## src/rtl/pipe_stage_skid.sv

```systemverilog
// Payload-agnostic pipeline stage register with a valid/ready handshake, an optional
// 2-entry skid buffer, flush-to-bubble and a saturating bubble-cycle counter.
`timescale 1ns/1ps
module pipe_stage_skid #(
    parameter int                   PAYLOAD_W = 145,
    parameter logic [PAYLOAD_W-1:0] BUBBLE    = '0,
    parameter int                   SKID_EN   = 1,
    parameter int                   STALL_W   = 6,
    parameter int                   STALL_BIT = 2,
    parameter int                   CNT_W     = 16
) (
    input  logic                 clk,
    input  logic                 rst,
    input  logic [STALL_W-1:0]   stall,
    input  logic                 flush,
    input  logic                 in_valid,
    output logic                 in_ready,
    input  logic [PAYLOAD_W-1:0] in_data,
    output logic                 out_valid,
    input  logic                 out_ready,
    output logic [PAYLOAD_W-1:0] out_data,
    output logic [1:0]           occupancy,
    input  logic                 cnt_clr,
    output logic [CNT_W-1:0]     bubble_cnt
);

    // Handshake: a beat crosses a boundary at the posedge where valid and ready are
    // both high. valid never waits on ready; a producer holds data while valid&~ready.
    // Downstream transfer is additionally blocked by this stage's stall bit.

    logic                 main_v, skid_v;
    logic                 main_v_n, skid_v_n;
    logic [PAYLOAD_W-1:0] main_d, skid_d;
    logic [PAYLOAD_W-1:0] main_d_n, skid_d_n;
    logic                 rdy_q;
    logic [1:0]           occ_q;
    logic [CNT_W-1:0]     cnt_q;
    logic                 in_fire;
    logic                 out_fire;
    logic                 stall_unused;

    assign stall_unused = ^stall;

    assign out_fire = main_v & out_ready & ~stall[STALL_BIT];

    // With the skid, ready is a flop (no comb path from out_ready); without it,
    // a full main slot can still accept when it drains in the same cycle.
    assign in_ready = (SKID_EN != 0) ? rdy_q : (rst & (~main_v | out_fire));
    assign in_fire  = in_valid & in_ready;

    always_comb begin
        main_v_n = main_v;
        skid_v_n = skid_v;
        main_d_n = main_d;
        skid_d_n = skid_d;
        if (flush) begin
            main_v_n = 1'b0;
            skid_v_n = 1'b0;
            main_d_n = BUBBLE;
            skid_d_n = BUBBLE;
        end else if (SKID_EN == 0) begin
            if (in_fire) begin
                main_v_n = 1'b1;
                main_d_n = in_data;
            end else if (out_fire) begin
                main_v_n = 1'b0;
                main_d_n = BUBBLE;
            end
        end else if (!main_v) begin
            if (in_fire) begin
                main_v_n = 1'b1;
                main_d_n = in_data;
            end
        end else if (out_fire) begin
            if (skid_v) begin
                // skid full implies in_ready was low, so no new beat this cycle
                main_d_n = skid_d;
                skid_v_n = 1'b0;
                skid_d_n = BUBBLE;
            end else if (in_fire) begin
                main_d_n = in_data;
            end else begin
                main_v_n = 1'b0;
                main_d_n = BUBBLE;
            end
        end else if (in_fire) begin
            skid_v_n = 1'b1;
            skid_d_n = in_data;
        end
    end

    always_ff @(posedge clk) begin
        if (!rst) begin
            main_v <= 1'b0;
            skid_v <= 1'b0;
            main_d <= BUBBLE;
            skid_d <= BUBBLE;
            rdy_q  <= 1'b0;
            occ_q  <= 2'd0;
            cnt_q  <= '0;
        end else begin
            main_v <= main_v_n;
            skid_v <= skid_v_n;
            main_d <= main_d_n;
            skid_d <= skid_d_n;
            rdy_q  <= ~skid_v_n;
            occ_q  <= {1'b0, main_v_n} + {1'b0, skid_v_n};
            if (cnt_clr) begin
                cnt_q <= '0;
            end else if (!main_v && (cnt_q != {CNT_W{1'b1}})) begin
                cnt_q <= cnt_q + CNT_W'(1);
            end
        end
    end

    assign out_valid  = main_v;
    assign out_data   = main_d;
    assign occupancy  = occ_q;
    assign bubble_cnt = cnt_q;

endmodule

```

## config.mk

```make
export PLATFORM = sky130hd
export DESIGN_NAME = pipe_stage_skid
export DESIGN_NICKNAME = d
export VERILOG_FILES = /design/src/rtl/pipe_stage_skid.sv
export SDC_FILE = /design/constraint.sdc
export NUM_CORES = 1
export LEC_CHECK = 0
export CORE_ASPECT_RATIO = 1.4
export CORE_UTILIZATION = 40
export CTS_BUF_LIST = sky130_fd_sc_hd__clkbuf_4
export DETAILED_ROUTE_END_ITERATION = 8
export PLACE_DENSITY = 0.67
export SETUP_SLACK_MARGIN = 0.5
export SLEW_MARGIN = 20
export SYNTH_ARGS = -nofsm -noshare
export SYNTH_HDL_FRONTEND = slang
export SYNTH_SLANG_ARGS = --single-unit
```

## constraint.sdc

```tcl
create_clock -name clk -period 2.17 [get_ports clk]
set_input_delay 0.434 -clock clk [delete_from_list [all_inputs] [get_ports clk]]
set_output_delay 0.434 -clock clk [all_outputs]
set_load 0.005 [all_outputs]
```

# After elaboration in Yosys (flattened, before gate mapping)
# Index checks and enable logic that the tools add are counted.
classes:
  bitwise_logic: 6
  mux: 16
  n_addsub: 2
  n_reduce_logical: 8
  eq_ne: 3
op_table:
  columns: ["cell", "count"]
  rows:
  - ["$mux W145", 7]
  - ["$add A16 B1 Y16 const B", 1]
  - ["$ne A16 B16 Y1 const B", 1]
  - ["$mux W1", 9]
  - ["$reduce_bool A2 Y1", 2]
  - ["$reduce_or A2 Y1", 2]
  - ["$and A1 B1 Y1", 3]
  - ["$not A1 Y1", 3]
  - ["$reduce_and A3 Y1", 1]
  - ["$add A1 B1 Y2", 1]
  - ["$ne A2 B1 Y1 const B", 1]
  - ["$ne A2 B2 Y1 const B", 1]
  - ["$reduce_and A2 Y1", 1]
  - ["$logic_and A1 B1 Y1", 1]
  - ["$logic_not A1 Y1", 1]
totals:
  reg_bits: 311
  in_bits: 157
  elab_cells: 42

# Depth between registers and ports, before layout
depth:
  depth_word: 7
  ltp_mapped: 8

# Worst setup path after synthesis
# Ideal clock, no wire load.
synth_timing:
  kind: "input to register"
  start: "in out_ready"
  end: "reg skid_d[100]"
  path_buffers: 2
  required_time_ns: 2.098
  arrival_time_ns: 1.619
  cell_stages: 6
  slack_ns: 0.479
  setup_ns: 0.072
  cell_sequence: "nor2b_2 > mux2_2 > nand2_2 > buf_6 > buf_4 > mux2i_1"
synth_between:
  elab_chain_len: 4
synth_rtl:
  columns: ["element", "line_no", "text"]
  rows:
  - ["from (decl)", "20", "input logic out_ready,"]
  - ["$and A1 B1 Y1 (*) (2 in series)", "44", "assign out_fire = main_v & out_ready & ~stall[STALL_BIT];"]
  - ["$ne A2 B2 Y1 (no source line) / $reduce_bool A2 Y1 (equally long branches)", null, null]
  - ["$reduce_and A3 Y1 (no source line)", null, null]
  - ["to (signal assigned)", "105", "skid_d <= skid_d_n;"]
  - ["to (decl)", "33", "logic [PAYLOAD_W-1:0] main_d, skid_d;"]
# Every way passes the cells marked *; elsewhere a longest branch is shown, timed or not.
# A chain may end at the register's enable or synchronous reset.

# Worst setup path after layout
layout_timing:
  start: "reg main_v (netlist: out_valid)"
  end: "reg skid_d[45]"
layout_between:
  elab_chain_len: 4
layout_rtl:
  columns: ["element", "line_no", "text"]
  rows:
  - ["from (decl)", "31", "logic main_v, skid_v;"]
  - ["from (signal assigned)", "102", "main_v <= main_v_n;"]
  - ["$and A1 B1 Y1 (2 in series)", "44", null]
  - ["$ne A2 B2 Y1 (no source line) / $reduce_bool A2 Y1 (equally long branches)", null, null]
  - ["$reduce_and A3 Y1 (no source line)", null, null]
# Several ways; a longest one is shown, not always the timed one.

==> flow_summary.yaml <==
critical_path:
  endpoint_kind: "flop"
  slowest_delay_ns: 0.36
  crit_top_cell: "buf_12"
  cp_max_fo: 10
  worstPathArrival_ns: 2.41
  crit_chain: "buf_8, buf_6, buf_12, a21oi_4, buf_12, buf_16, clkbuf_16, nand2_1, mux2i_1"
  critPathKind: "flop to flop"
  r2r-start: "out_valid$_SDFF_PN0_"
  rrSetupSlack_ns: 0.39
  critPathLaunchType: "flop"
  reg2reg_depth: 9
  critical_path.slowest_cell: "dfxtp_4"
  crit_required_ns: 2.80
  timing.rr.end: "skid_d[45]$_SDFFE_PP0P_"
synthesis:
  synth_nets: 1579
  synth_xor_area_share_pct: 0.139
  postSynthAreaPerCell_um2: 8.86
  synth.distinct_cells: 50
  synth_area_leaders: "dfxtp_1 (49%), mux2i_1 (12%), a221oi_1 (10%)"
  synth-simple-area-share_pct: 16.1
  synthesis.area_um2: 12600
  muxShareOfSynthArea_pct: 11.7
  yosys_warnings: 0
  synthAdderAreaFrac_pct: 0.0994
  synth_top_area_cell: "dfxtp_1"
  synth_top_family_by_area: "compound AO/OA/AOI/OAI gates"
  synthCells: 1421
  synth.ff_latch_count: 311
  synth-compound-area-share_pct: 17.9
  yosys.area.top_type_share_pct: 49.5
  synth_ff_type: "dfxtp_1"
  synthArstFlopShare_pct: 0
  seq_area_frac_synth_pct: 49.5
  synth_edf_count: 0
die:
  ios: 322
  dieArea_um2: 32200
  rows: 76
  core_area_um2: 30900
  start_util_pct: 40.7
  die_y_um: 212
  fp.dieW_um: 152
timing:
  maxSlewViolCount: 0
  fin_hold_ws_ns: 0.284
  max_freq_mhz: 562
  tightest_slew_ns: 0.508
  max-slew-margin-rel_pct: 66.1
  min_period_over_period_pct: 82.0
  rsz0062_at_grt: "yes"
  finalSetupTns_ns: 0
  finalSetupViolations: 0
  layout_min_cycle_time_ns: 1.78
  hold_violations: 0
  skew_ns: 0.0417
cts:
  cts-htree-levels: 3
  cts_tree: "built"
  cts_sinks: 311
  worstSkewPairLatency_ns: 0.73
  cts_hold_repair.buffers: 0
  cts_root_buf: "clkbuf_4"
  cts_buffer_depth: 3
  cts_made_buffers: 80
  path_clk_slew_ns: 0.07
grt:
  grt.overflow.total: 0
  grt_pass1_wl_mm: 63.5
  antenna_found_initial: 7
  track_usage_pct: 24.6
  grt_pass1_vias: 12000
  grt_max_degree: 73
route:
  drt-total-wl_mm: 46.9
  wl_per_cell_um: 20.6
  vias_per_cell: 5.56
  drc: 38
  dr.first_iter.drc_count: 814
  drt_pass1_iterations: 7
  vias: 12700
  drt.antenna.violating_nets: 0
flow_run:
  drv_cap: 0
power_and_ir_drop:
  peakVddDrop_mv: 0.503
  total_power_w: 0.0124
  p_per_area_nw_per_um2: 661
  p_leak_nw: 8.56
hold_path:
  whs_path_depth: 3
  worstHoldStart: "in_data[53]"
  hold_path.class: "input port to flop"
  min_to: "skid_d[53]$_SDFFE_PP0P_"
finish:
  area_growth_pct: 49.4
  final_nets: 1984
  fillers: 2662
  final_cells: 2280
  drive_gt1_share_pct: 34.4
placement:
  hpwl_mm: 24.7
  portBuffers: 316
  dp_cells: 2061
  routabilityCongestion: 0.811
run_status:
  failed_checks: "design-rule violations"
  status: "complete, but fails checks"
layout make-up:
class,instances,area (µm²),share of cell area (%)
Sequential cell,311,6440,34.3
Multi-Input combinational cell,980,6280,33.4
Timing Repair Buffer,450,4570,24.3
Clock buffer,115,863,4.59
Tap cell,390,488,2.59
Clock inverter,23,121,0.645
Antenna cell,8,20.0,0.106
Inverter,3,11.3,0.0599
stage by stage:
stage | cell area, µm² | worst slack (ns) | utilization (%)
floorplan | 12600 | 0.479 | -
global placement | 16600 | -0.0935 | 53.7
detailed placement | 16600 | -0.151 | 53.7
CTS | 17400 | 0.440 | 56.2
global route | 18800 | 0.364 | 60.9
finish | 18800 | 0.390 | 60.9
logic make-up after synthesis:
family | Yosys count
muxes | 147
AOI/OAI and AO/OA | 332
xor gates and xnor gates | 2
and+or+nand+nor | 496
buffers and inverters | 132
DFF | 311
adders and majority gates | 1
repair_timing:
action,in CTS,in global routing
gates resized for setup,836,173
cloned,3,32
pin swaps,2,12
buffers inserted,22,16
setup endpoints to repair,309,297
worst max-delay path by stage:
stage,startpoint,end,slack (ns),cells after the start
finish,out_valid$_SDFF_PN0_,skid_d[45]$_SDFFE_PP0P_,0.39,9
global route,out_valid$_SDFF_PN0_,skid_d[38]$_SDFFE_PP0P_,0.36,9
CTS,out_valid$_SDFF_PN0_,skid_d[33]$_SDFFE_PP0P_,0.44,8
detailed placement,out_ready,skid_d[139]$_SDFFE_PP0P_,-0.15,6
global placement,out_ready,skid_d[139]$_SDFFE_PP0P_,-0.09,6
floorplan,out_ready,skid_d[100]$_SDFFE_PP0P_,0.48,6
Yosys cell counts, types with 3 or more instances:
cell and number:
dfxtp_1 311, nand2_1 303, o21ai_0 154, nor2_1 150, mux2i_1 146, a221oi_1 145, clkbuf_1 87, buf_2 24
a21oi_1 16, buf_4 9, buf_1 6, nand2b_1 5, o31ai_1 5, or4_1 5, nand3_1 4, or3_1 4
inv_1 3, nand4_1 3
layer usage:
| layer | vias to the layer above | share of wire [%] | wire [µm] | track usage [%] |
|---|---|---|---|---|
| met4 | 0 | 3.4 | 1610 | 12.1 |
| met3 | 98 | 7.9 | 3680 | 6.96 |
| met2 | 549 | 49 | 23100 | 41.9 |
| li1 | 5909 | - | - | - |
| met5 | - | 0 | 0 | 0 |
| met1 | 6121 | 40 | 18600 | 28.3 |
critical path, delay by kind of cell (launching register included):
kind | cells | cell delay (ns)
and+or+nand+nor | 1 | 0.05
AOI/OAI and AO/OA | 1 | 0.20
muxes | 1 | 0.16
DFF | 1 | 0.36
buffers and inverters | 6 | 0.93
cell usage in the layout (no fill, tap or decap), types with 3 or more instances in the layout:
cell / n
nand2_1: 302
dfxtp_1: 168
clkdlybuf4s50_1: 151
nor2_1: 150
mux2i_1: 146
buf_2: 142
dfxtp_2: 127
clkbuf_4: 115
o21ai_0: 88
a221oi_1: 84
o21ai_1: 63
a221oi_2: 61
buf_4: 52
buf_6: 32
buf_12: 31
clkbuf_16: 25
clkinv_1: 17
a21oi_1: 16
dfxtp_4: 16
buf_16: 9
diode_2: 8
buf_8: 6
or4_1: 5
nand2b_1: 5
o31ai_1: 5
nand3_1: 4
or3_1: 4
inv_1: 3
nand4_1: 3
o21ai_2: 3
registers in the layout (all words and copies together) (netlist names):
register    cells
occupancy       2
bubble_cnt     16
skid_v          1
out_data      145
out_valid       1
skid_d        145
in_ready        1
where the power goes:
group | leakage (nW) | switching (W) | internal, W
clock | 0.583 | 0.00242 | 0.00255
combinational | 5.39 | 0.000762 | 0.000814
sequential | 2.59 | 0.0000632 | 0.00582
No activity file was read; power rests on OpenSTA's default activity.
